[config.mk]
export PLATFORM = sky130hd
export DESIGN_NAME = alu_cmd_sequencer
export DESIGN_NICKNAME = d
export VERILOG_FILES = /design/src/rtl/alu_pkg.sv /design/src/rtl/alu_cmd_fifo.sv /design/src/rtl/alu_cmd_sequencer.sv
export SDC_FILE = /design/constraint.sdc
export NUM_CORES = 1
export LEC_CHECK = 0
export CAP_MARGIN = 25
export CELL_PAD_IN_SITES_DETAIL_PLACEMENT = 0
export CELL_PAD_IN_SITES_GLOBAL_PLACEMENT = 1
export CORE_UTILIZATION = 35
export DETAILED_ROUTE_END_ITERATION = 7
export PLACE_DENSITY = 0.7
export SYNTH_ARGS = -nofsm -noshare
export SYNTH_HDL_FRONTEND = slang
export SYNTH_HIERARCHICAL = 1
export SYNTH_SLANG_ARGS = --single-unit
[constraint.sdc]
create_clock -name clk -period 3.2 [get_ports clk]
set_clock_uncertainty 0.2 [all_clocks]
set_input_delay 0.32 -clock clk [delete_from_list [all_inputs] [get_ports clk]]
set_output_delay 0.32 -clock clk [all_outputs]
set_load 0.01 [all_outputs]
[src/rtl/alu_pkg.sv]
// Op codes, Calc control words and the op decoder shared by the command sequencer.
package alu_pkg;

    localparam int OP_W   = 5;
    localparam int CTRL_W = 6;

    localparam logic [OP_W-1:0] OP_ZERO  = 5'd0;
    localparam logic [OP_W-1:0] OP_ONE   = 5'd1;
    localparam logic [OP_W-1:0] OP_NEG1  = 5'd2;
    localparam logic [OP_W-1:0] OP_X     = 5'd3;
    localparam logic [OP_W-1:0] OP_Y     = 5'd4;
    localparam logic [OP_W-1:0] OP_NOTX  = 5'd5;
    localparam logic [OP_W-1:0] OP_NOTY  = 5'd6;
    localparam logic [OP_W-1:0] OP_NEGX  = 5'd7;
    localparam logic [OP_W-1:0] OP_NEGY  = 5'd8;
    localparam logic [OP_W-1:0] OP_XINC  = 5'd9;
    localparam logic [OP_W-1:0] OP_YINC  = 5'd10;
    localparam logic [OP_W-1:0] OP_XDEC  = 5'd11;
    localparam logic [OP_W-1:0] OP_YDEC  = 5'd12;
    localparam logic [OP_W-1:0] OP_ADD   = 5'd13;
    localparam logic [OP_W-1:0] OP_XSUBY = 5'd14;
    localparam logic [OP_W-1:0] OP_YSUBX = 5'd15;
    localparam logic [OP_W-1:0] OP_AND   = 5'd16;
    localparam logic [OP_W-1:0] OP_OR    = 5'd17;

    // Control words are {zx,nx,zy,ny,f,no}.
    localparam logic [CTRL_W-1:0] CTRL_ZERO  = 6'b101010;
    localparam logic [CTRL_W-1:0] CTRL_ONE   = 6'b111111;
    localparam logic [CTRL_W-1:0] CTRL_NEG1  = 6'b111010;
    localparam logic [CTRL_W-1:0] CTRL_X     = 6'b001100;
    localparam logic [CTRL_W-1:0] CTRL_Y     = 6'b110000;
    localparam logic [CTRL_W-1:0] CTRL_NOTX  = 6'b001101;
    localparam logic [CTRL_W-1:0] CTRL_NOTY  = 6'b110001;
    localparam logic [CTRL_W-1:0] CTRL_NEGX  = 6'b001111;
    localparam logic [CTRL_W-1:0] CTRL_NEGY  = 6'b110011;
    localparam logic [CTRL_W-1:0] CTRL_XINC  = 6'b011111;
    localparam logic [CTRL_W-1:0] CTRL_YINC  = 6'b110111;
    localparam logic [CTRL_W-1:0] CTRL_XDEC  = 6'b001110;
    localparam logic [CTRL_W-1:0] CTRL_YDEC  = 6'b110010;
    localparam logic [CTRL_W-1:0] CTRL_ADD   = 6'b000010;
    localparam logic [CTRL_W-1:0] CTRL_XSUBY = 6'b010011;
    localparam logic [CTRL_W-1:0] CTRL_YSUBX = 6'b000111;
    localparam logic [CTRL_W-1:0] CTRL_AND   = 6'b000000;
    localparam logic [CTRL_W-1:0] CTRL_OR    = 6'b010101;

    function automatic logic op_illegal(input logic [OP_W-1:0] op);
        return op > OP_OR;
    endfunction

    // Illegal ops fall through to ZERO so Calc still produces a defined result.
    function automatic logic [CTRL_W-1:0] decode_op(input logic [OP_W-1:0] op);
        case (op)
            OP_ONE:   return CTRL_ONE;
            OP_NEG1:  return CTRL_NEG1;
            OP_X:     return CTRL_X;
            OP_Y:     return CTRL_Y;
            OP_NOTX:  return CTRL_NOTX;
            OP_NOTY:  return CTRL_NOTY;
            OP_NEGX:  return CTRL_NEGX;
            OP_NEGY:  return CTRL_NEGY;
            OP_XINC:  return CTRL_XINC;
            OP_YINC:  return CTRL_YINC;
            OP_XDEC:  return CTRL_XDEC;
            OP_YDEC:  return CTRL_YDEC;
            OP_ADD:   return CTRL_ADD;
            OP_XSUBY: return CTRL_XSUBY;
            OP_YSUBX: return CTRL_YSUBX;
            OP_AND:   return CTRL_AND;
            OP_OR:    return CTRL_OR;
            default:  return CTRL_ZERO;
        endcase
    endfunction

endpackage

[src/rtl/alu_cmd_fifo.sv]
// Synchronous command FIFO with registered write and combinational head read.
module alu_cmd_fifo #(
    parameter int WIDTH = 22,
    parameter int DEPTH = 4
) (
    input  logic                     clk,
    input  logic                     rst_n,
    input  logic                     push,
    input  logic [WIDTH-1:0]         wdata,
    input  logic                     pop,
    output logic [WIDTH-1:0]         rdata,
    output logic [$clog2(DEPTH):0]   level
);

    localparam int AW = $clog2(DEPTH);

    logic [WIDTH-1:0] mem [DEPTH];
    logic [AW-1:0]    wr_ptr;
    logic [AW-1:0]    rd_ptr;

    // NOTE: the storage array has no reset; level and the pointers alone say which entries are live.
    always_ff @(posedge clk) begin
        if (push) mem[wr_ptr] <= wdata;
    end

    always_ff @(posedge clk or negedge rst_n) begin
        if (!rst_n) begin
            wr_ptr <= '0;
            rd_ptr <= '0;
            level  <= '0;
        end else begin
            if (push) wr_ptr <= wr_ptr + 1'b1;
            if (pop)  rd_ptr <= rd_ptr + 1'b1;
            case ({push, pop})
                2'b10:   level <= level + 1'b1;
                2'b01:   level <= level - 1'b1;
                default: level <= level;
            endcase
        end
    end

    assign rdata = mem[rd_ptr];

endmodule

[src/rtl/alu_cmd_sequencer.sv]
// Command-issue stage for the Calc ALU: queues commands, decodes ops, chains via an accumulator
// and registers Calc's result into a valid/ready output port.
module alu_cmd_sequencer
    import alu_pkg::*;
#(
    parameter int WIDTH = 8,
    parameter int DEPTH = 4
) (
    input  logic                     clk,
    input  logic                     rst_n,
    input  logic                     in_valid,
    output logic                     in_ready,
    input  logic [OP_W-1:0]          in_op,
    input  logic                     in_use_acc,
    input  logic [WIDTH-1:0]         in_x,
    input  logic [WIDTH-1:0]         in_y,
    output logic [WIDTH-1:0]         alu_x,
    output logic [WIDTH-1:0]         alu_y,
    output logic [CTRL_W-1:0]        alu_ctrl,
    input  logic [WIDTH-1:0]         alu_o,
    input  logic                     alu_zr,
    input  logic                     alu_ng,
    output logic                     out_valid,
    input  logic                     out_ready,
    output logic [WIDTH-1:0]         out_data,
    output logic                     out_zr,
    output logic                     out_ng,
    output logic                     out_err,
    output logic [$clog2(DEPTH):0]   level
);

    localparam int LW    = $clog2(DEPTH) + 1;
    localparam int CMD_W = 2 * WIDTH + OP_W + 1;

    logic [CMD_W-1:0] head;
    logic [OP_W-1:0]  head_op;
    logic             head_use_acc;
    logic [WIDTH-1:0] head_x;
    logic [WIDTH-1:0] head_y;
    logic [WIDTH-1:0] acc;
    logic             push;
    logic             capture;

    // A full FIFO refuses input even when the head is leaving this cycle.
    assign in_ready = (level != LW'(DEPTH));
    assign push     = in_valid && in_ready;
    assign capture  = (level != '0) && (!out_valid || out_ready);

    alu_cmd_fifo #(.WIDTH(CMD_W), .DEPTH(DEPTH)) u_fifo (
        .clk   (clk),
        .rst_n (rst_n),
        .push  (push),
        .wdata ({in_op, in_use_acc, in_x, in_y}),
        .pop   (capture),
        .rdata (head),
        .level (level)
    );

    assign {head_op, head_use_acc, head_x, head_y} = head;

    assign alu_x    = head_use_acc ? acc : head_x;
    assign alu_y    = head_y;
    assign alu_ctrl = decode_op(head_op);

    // NOTE: all state here uses non-blocking assignments so acc read by alu_x is the pre-edge value.
    always_ff @(posedge clk or negedge rst_n) begin
        if (!rst_n) begin
            out_valid <= 1'b0;
            out_data  <= '0;
            out_zr    <= 1'b0;
            out_ng    <= 1'b0;
            out_err   <= 1'b0;
            acc       <= '0;
        end else if (capture) begin
            out_valid <= 1'b1;
            out_data  <= alu_o;
            out_zr    <= alu_zr;
            out_ng    <= alu_ng;
            out_err   <= op_illegal(head_op);
            acc       <= alu_o;
        end else if (out_valid && out_ready) begin
            out_valid <= 1'b0;
        end
    end

endmodule
* Yosys cells after proc, flatten, opt, wreduce, memory -nomap -nowiden
Memories as Yosys holds them, arrays and structs flattened.
Index checks and enable logic that the tools add are counted.
** Storage, ports and cells
- Bits in registers :: 19
- Memories kept :: 2
- Memory bits (writable) :: 88
- Memory bits (read-only) :: 192
- Output and inout bits :: 38
- Bits in latches :: 0
** Operators by class
- Div/mod/pow operators :: 0
- Mux-type cells :: 6
- Bitwise logic cells :: 0
- Reductions and logical operators :: 8
- Add/sub/neg operators :: 4
- Magnitude comparators :: 1
- Multipliers :: 0
- Shifts and indexed selects :: 0
- Eq/ne operators :: 3
** Memories
- (no name shown) :: words 32, width 6, rd ports 1, clocked after Yosys merged registers in 0, wr ports 0, RTL line alu_pkg.sv:52 : case (op)
- u_fifo.mem :: words 4, width 22, rd ports 1, clocked after Yosys merged registers in 0, wr ports 1, RTL line alu_cmd_fifo.sv:17 : logic [WIDTH-1:0] mem [DEPTH];
** Operators with widths (number)
- $mux 8 :: 1
- $pmux 3 s2 :: 1
- $gt 5x5->1 const B :: 1
- $add 2x1->2 const B :: 2
- $mux 1 :: 4
- $reduce_bool 2->1 :: 2
- $add 3x1->3 const B :: 1
- $logic_and 1x1->1 :: 3
- $ne 3x3->1 const B :: 1
- $reduce_bool 3->1 :: 1
- $sub 3x1->3 const B :: 1
- $eq 2x1->1 const B :: 1
- $eq 2x2->1 const B :: 1
- $logic_not 1->1 :: 1
- $logic_or 1x1->1 :: 1

* Logic depth before layout (Yosys ltp)
Gate-level depths: netlist of the first run.
- Depth after elaboration :: 5
- Gate-level depth with buffers :: 10

* By module
The synthesis of the first run kept the hierarchy.
** By module, submodules not included
- alu_cmd_fifo :: instances 1, cells each 149, area each 3598.5 um2
- alu_cmd_sequencer :: instances 1, cells each 85, area each 909.6 um2

* Worst setup path before layout of the first run
No wires, ideal clock.
- Path kind :: register to output
- Start point :: register u_fifo.rd_ptr[0]
- End point :: output alu_ctrl[4]
- Stages on the path, launching flop included :: 8
- Arrival time :: 2.028 ns
- Slack :: 0.652 ns
- Path through :: dfrtp_1 buf_6 buf_12 mux4_2 ha_1 or3b_2 nand4_1 o211ai_1
** On the way
- Cells in the longest elaborated chain, start to end :: 2
** Ends and longest elaborated chain
- from (decl) :: RTL line alu_cmd_fifo.sv:19 : logic [AW-1:0] rd_ptr;
- from (signal assigned) :: RTL line alu_cmd_fifo.sv:33 : if (pop) rd_ptr <= rd_ptr + 1'b1;
- $mem_v2 4x22
- via head[18] :: RTL line alu_cmd_sequencer.sv:35 : logic [CMD_W-1:0] head;
- $mem_v2 32x6
- to (decl) :: RTL line alu_cmd_sequencer.sv:19 : output logic [CTRL_W-1:0] alu_ctrl,
The timed path passes the listed nets, and every way through them passes these cells.

* Worst setup path after layout of the first run
- Start point :: register u_fifo.rd_ptr[0]
- End point :: output alu_x[4]
** On the way
- Cells in the longest elaborated chain, start to end :: 2
** Ends and longest elaborated chain
- $mem_v2 4x22
- via head[16] :: RTL line alu_cmd_sequencer.sv:35
- $mux 8 :: RTL line alu_cmd_sequencer.sv:61 : assign alu_x = head_use_acc ? acc : head_x;
- to (decl) :: RTL line alu_cmd_sequencer.sv:17 : output logic [WIDTH-1:0] alu_x,
The timed path passes the listed nets, and every way through them passes these cells.

==> results of run 1 <==
[synthesized netlist by cell type, types with 2 or more instances]
cell type,n
a21oi_1,4
and2_1,5
buf_12,2
buf_2,3
buf_6,2
clkbuf_1,3
dfrtp_1,19
edfxtp_1,88
ha_1,11
inv_1,9
mux2_2,10
mux2_4,9
mux4_1,4
mux4_2,18
nand2_1,6
nand2b_1,5
nand3b_1,2
nor2_1,5
nor2b_1,3
o21ai_0,3
o21bai_1,2
xnor2_1,2
xor2_1,4
[final cells by class]
type	instances	share of cell area (%)
clock inverter	7	1.18
clock buffer	9	3.86
tap	172	3.69
timing repair buffer	93	15.4
inverter	9	0.580
sequential	107	53.5
multi-input combinational	108	21.8
[final timing paths]
path / start / to / slack, ns
setup / recovery: u_fifo/rd_ptr[0] / alu_x[4] / 0.14
hold / removal: rst_n / out_data[4] / 0.13
setup reg to reg: u_fifo/level[0] / u_fifo/level[2] / 0.91
hold reg to reg: out_zr / out_zr / 0.31
max in group asynchronous: rst_n / u_fifo/rd_ptr[0] / 2.44
min in group clk: out_zr / out_zr / 0.31
[sequential cells by signal, indices dropped and copies added (netlist names)]
signal         cells
u_fifo/level       3
out_valid          1
out_zr             1
out_err            1
out_ng             1
out_data           8
u_fifo/mem        88
u_fifo/rd_ptr      2
u_fifo/wr_ptr      2
[cell usage in the layout (no fill, tap or decap), types with 2 or more instances in the layout]
cell type / count
clkbuf_16: 9
mux2_2: 10
mux4_2: 19
edfxtp_1: 88
nand2b_1: 5
buf_4: 18
clkinv_4: 2
nand3b_1: 2
ha_1: 11
clkdlybuf4s50_1: 67
nand2_1: 6
nor2b_1: 3
and2_1: 5
o21bai_1: 2
inv_8: 2
inv_1: 8
dlymetal6s2s_1: 3
dlygate4sd2_1: 2
o21ai_0: 3
a21oi_1: 4
xnor2_1: 2
nor2_1: 5
mux2_4: 9
xor2_1: 4
dfrtp_1: 18
mux4_1: 3
[worst max-delay path, stage by stage (launching register included)]
cell and delay (ns):
dfrtp_2 0.47, buf_12 0.22, mux4_2 0.67, mux2_2 0.30, clkdlybuf4s50_1 0.53
[routing by layer]
layer,track usage (%),wire [um],vias to the layer above
met5,0,0,-
met4,4.94,121,0
met3,4.03,423,10
met2,23.0,4220,60
met1,17.6,3710,1184
li1,-,-,1107
[per-stage QoR]
stage	worst slack, ns	hold WS, ns	TNS [ns]	power [mW]
3_5_place_dp	0.173	0.296	0	4.50
4_1_cts	-0.00647	0.125	-0.00647	5.71
3_3_place_gp	0.222	0.291	0	4.49
2_1_floorplan	0.652	-0.176	0	3.52
6_report	0.139	0.126	0	5.64
5_1_grt	0.0101	0.157	0	5.99
[power groups by stage]
stage               sequential [mW]  combinational (mW)  clock, mW
finish                         2.02                2.56       1.07
global route                   2.05                2.79       1.14
CTS                            2.02                2.58       1.10
detailed placement             2.06                2.45          0
global placement               2.04                2.45          0
floorplan                      2.03                1.49          0
[logic make-up after synthesis]
| family | share of synthesized area [%] |
|---|---|
| flip-flops | 69.2 |
| multiplexers | 17.0 |
| AND/OR/NAND/NOR | 3.89 |
| buffers and inverters | 2.72 |
| AO/OA/AOI/OAI | 2.30 |
| adder cells (fa/ha/maj) | 3.72 |
| XOR/XNOR | 1.17 |
[timing repair]
| item | in CTS | in global routing |
|---|---|---|
| buffers inserted | 11 | 1 |
| pin swaps | 0 | 0 |
| gates resized for setup | 7 | 8 |
| endpoints found under the setup margin | 13 | 10 |
==> impl_results.md, run 1 <==
* Worst r2r path cells at 10
* N_diodes at 0
* Final core utilization at 46.4%
* H-tree levels at 3
* GPL Wtd Cong at 0.738
* Iter 0 DRT Violations at 105
* Routed len/inst at about 17 um
* Layout Cells excl Fill at a little over 500
* Mapped Area at around 4500 um^2
* Cell row count at between 40 and 50
* Synth Area per Inst at 19.3 um^2
* Critical Path RT at approximately 2.7 ns
* Startpoint Class: flip-flop
* Slew Limit Fails at 0
* CTS tree: yes
* Relative slew slack at between 70% and 80%
* Crit path DAT at about 2.5 ns
* Comb pwr share at between 40% and 50%
* Max Fclk at ~330 MHz
* Share of flip-flops with an asynchronous set or reset at between 15 and 20%
* Core area at 12600 um^2
* Switching Share at between 30% and 40%
* Leakage at between 2 and 2.5 nW
* Worst-Skew Late Latency at between 0.3 and 0.4 ns
* Number of hold buffers added after cts at 0
* Register area at between 3000 and 4000 um^2
* Crit path kind: reg -> out
* Critical path peak fanout at 18
* CTS buffer count at 9
* First-pass GRT wire length at approximately 13 mm
* Max clock buf depth at 2
* Area Overhead vs Synth at 29.3%
* Cell Pwr Density at 967 nW/um^2
* Register area share after synthesis at just under 70%
* Pre-antenna DRT Iters at 4
* Worst vdd ir at around 500 uV
* Net Sw Power at 1.81 mW
* MaxCap Viol Count at 0
* Die Footprint at 13300 um^2
* Post-DRT Antenna Nets at 0
* Unrepaired setup endpoints after global routing: no
* Post-synth top flop: edfxtp_1
* Final instance area at a little under 6000 um^2
* Vias in the first global route at about 2500
* Clk network pwr share at a little under a fifth
* I/O Buffers at 73
* Placed Cells at between 400 and 500
* Die W at around 120 um
* Clk sinks at ~110
* Yosys top cell by area: edfxtp_1
* Vias at 2361
* Post-synth EDFFs at 88
* GRT Total Usage at between 10 and 15%
* Synthesis-stage register bit count at roughly 110
* P_int at 3.82 mW
* Top cells by area, synth: edfxtp_1 59%, dfrtp_1 11%, mux4_2 9.0%
* Worst hold path type: in -> async
* Syn. warnings at 6
* I/O Pins at 74
* Initial core utilization at 35.9%
* Wirelength, routed at 8.47 mm
* CTS root buffer: clkbuf_16
* Area of the multi-input gates at 1270 um^2
* Final hold vios at 0
* Status: finished, final reports clean
* Crit share post-route at 95.7%
* Least-Margin Pin Slew at roughly 0.36 ns
* Worst setup EP type: output port
* Pin count of the biggest net entering global routing at 23
* Post-synth cell types at 38
* Share of layout cells above drive strength 1 at 23.7%
* Die Span Y at 115 um
* Fin nets at between 300 and 400
* Antenna violations before repair at 0
* Syn Nets at 282
* GR Overflow Total at 0
* Cells after Synth at around 230
* Placed Instance Area at 5430 um^2
* Synth top area share at 58.6%
* Sequential share of power at 35.8%
* Final min period at a little over 3 ns
* Fillcell total at 1089
* # DRC at 0
* Clock transition at path regs at about 0.07 ns
* Vias per Instance at around 4.7
* Final setup fails at 0
* Dpl hpwl at 5.45 mm
No activity file was read; power rests on OpenSTA's default activity.
==> run 2, diff against run 1 <==
Settings changed: CTS_CLUSTER_SIZE set to 28.
==> results of run 2 <==
No change in the layout: final DEF, timing and power equal those of run 1.
==> run 3, diff against run 2 <==
Settings changed: CELL_PAD_IN_SITES_DETAIL_PLACEMENT 0 to 2, CELL_PAD_IN_SITES_GLOBAL_PLACEMENT 1 to 2, PLACE_DENSITY 0.7 to 0.78, SLEW_MARGIN set to 30.
==> run 3 against run 2 <==
  * Register-to-register slack worse by 0.13 ns
  * Global-route usage is 3.5 points higher
  * Cell count stayed put
  * Sequential power hardly changed
  * Clock power is 15% higher
  * First-iteration DRC count is 12% higher
  * Sequential share of layout area is 0.68 points lower
  * Critical endpoint is now alu_x[0]
  * Highest routed layer unchanged
==> impl_results.md, run 3 (synthesis results as in run 1) <==
* Final hold slack at 0.265 ns (was 0.126 ns)
* N_diodes at 0 (unchanged)
* Relative slew slack at 63.6% (was 76.1%)
* Pre-antenna DRT Iters at 4 (unchanged)
* Final hold vios at 0 (unchanged)
* Placed Cells at 478 (was 477)
* Slew Limit Fails at 0 (unchanged)
* GR Overflow Total at 0 (unchanged)
* Critical Path RT at 2.68 ns (about the same)
* Top flop regs: u_fifo/mem: 88 flops, out_data: 8 flops, u_fifo/level: 3 flops (unchanged)
* Clk sinks at 107 (unchanged)
* Leakage at 2.14 nW (was 2.11 nW)
* Antenna violations before repair at 0 (unchanged)
* Layout Cells excl Fill at 505 (unchanged)
* Dpl hpwl at 7.12 mm (was 5.45 mm)
* Max clock buf depth at 2 (unchanged)
* Status: finished, final reports clean (unchanged)
* I/O Buffers at 73 (unchanged)
* Critical path peak fanout at 8 (was 18)
* Crit path DAT at 2.57 ns (was 2.54 ns)
* CTS tree: yes (unchanged)
* Final core utilization at 47.0% (was 46.4%)
* Most common cell after layout, fill and taps aside: edfxtp_1 (unchanged)
* Worst hold path type: in -> async (unchanged)
* Final setup TNS at 0 ns (unchanged)
* Most frequent cells in the layout: 88 x edfxtp_1, 67 x clkdlybuf4s50_1, 19 x mux4_2, 17 x dfrtp_1, 14 x buf_4 (was 88 x edfxtp_1, 67 x clkdlybuf4s50_1, 19 x mux4_2, 18 x dfrtp_1, 18 x buf_4)
* Max Fclk at 324 MHz (was 327 MHz)
* Setup Slack @ Placement at 0.235 ns (was 0.173 ns)
* Cell row count at 41 (unchanged)
* First-pass GRT wire length at 16.4 mm (was 13.2 mm)
* Final setup fails at 0 (unchanged)
* Fin nets at 376 (unchanged)
* H-tree levels at 3 (unchanged)
* Max reg flops at 88 (unchanged)
* Unrepaired setup endpoints after global routing: no (unchanged)
* Crit share post-route at 96.6% (was 95.7%)
* Area of the multi-input gates at 1300 um^2 (was 1270 um^2)
* Crit path kind: reg -> out (unchanged)
* Initial core utilization at 35.9% (unchanged)
* GPL Wtd Cong at 0.707 (was 0.738)
* Final min period at 3.09 ns (was 3.06 ns)
* Core area at 12600 um^2 (unchanged)
* CTS buffer count at 9 (unchanged)
* Iter 0 DRT Violations at 118 (was 105)
* Cell Pwr Density at 1000 nW/um^2 (was 967 nW/um^2)
* Vias at 2453 (was 2361)
* Register with the most flip-flops: u_fifo/mem (unchanged)
* Worst setup EP type: output port (unchanged)
* Die Span Y at 115 um (unchanged)
* Worst-Skew Late Latency at 0.35 ns (about the same)
* Die Footprint at 13300 um^2 (unchanged)
* Area Overhead vs Synth at 31.0% (was 29.3%)
* Pin count of the biggest net entering global routing at 23 (unchanged)
* Startpoint Class: flip-flop (unchanged)
* Routed len/inst at 20.9 um (was 16.8 um)
* Die W at 115 um (unchanged)
* Worst vdd ir at 531 uV (was 500 uV)
* Worst setup margin at 0.110 ns (was 0.139 ns)
* Worst r2r path cells at 10 (unchanged)
* # DRC at 0 (unchanged)
* Vias in the first global route at 2782 (was 2495)
* CTS root buffer: clkbuf_16 (unchanged)
* Fillcell total at 1165 (was 1089)
* Least-Margin Pin Slew at 0.546 ns (was 0.358 ns)
* Share of layout cells above drive strength 1 at 24.0% (was 23.7%)
* MaxCap Viol Count at 0 (unchanged)
* GRT Total Usage at 17.5% (was 13.9%)
* Post-DRT Antenna Nets at 0 (unchanged)
* Register area at 3120 um^2 (about the same)
* Wirelength, routed at 10.6 mm (was 8.47 mm)
* I/O Pins at 74 (unchanged)
* Vias per Instance at 4.86 (was 4.68)
* Clock transition at path regs at 0.07 ns (about the same)
[run 3: changes by cell type in the layout (fill, tap and decap cells not counted), sizes merged]
cell	previous run	this run
mux4	22	23
clkinv	4	0
bufinv	0	2
clkbuf	10	11
buf	20	19
dlygate4sd3	0	1
[run 3: worst paths after layout]
check / slack (ns) / to / start
max: 0.11 / alu_x[0] / u_fifo/rd_ptr[0]
max reg2reg: 0.78 / u_fifo/level[2] / u_fifo/level[0]
min in group clk: 0.32 / out_err / out_err
max in group asynchronous: 2.18 / u_fifo/rd_ptr[0] / rst_n
min reg2reg: 0.32 / out_err / out_err
min: 0.26 / out_data[1] / rst_n
[run 3: layout make-up]
cell class	instances	area share [%]
clock buffers	11	4.11
clock inverters	5	1.55
inverters	9	0.572
multi-input cells	109	21.9
flip-flops and latches	107	52.8
well taps	172	3.64
repair buffers	92	15.4
[run 3: routing by layer]
layer / up-vias / routed length (um) / track usage, %
met5: - / 0 / 0
met4: 0 / 146 / 5.71
met3: 9 / 362 / 4.08
met2: 59 / 5530 / 30.8
met1: 1285 / 4510 / 21.2
li1: 1100 / - / -
[run 3: timing repair]
item	in CTS	in global routing
resized for setup	10	8
hold buffers	1	0
pin swaps	0	0
setup endpoints to repair	13	12
buffers inserted	7	2
cloned	1	0
hold endpoints to repair	19	0
[run 3: power breakdown]
| part | switching, mW | internal, mW |
|---|---|---|
| combinational | 1.22 | 1.45 |
| sequential | 0.176 | 1.87 |
| clock | 0.504 | 0.721 |
[run 3: worst max-delay path, cell delays in order, from the launching register on]
cell and delay (ns):
dfrtp_2 0.41, buf_6 0.16, buf_8 0.15, mux4_2 0.66
mux2_2 0.30, clkdlybuf4s50_1 0.53
[run 3: metrics by stage]
step / instance area (um^2) / power (mW)
finish: 5910 / 5.93
floorplan: 4510 / 3.52
CTS: 5870 / 5.99
global placement: 5450 / 4.52
detailed placement: 5440 / 4.62
global route: 5910 / 6.28
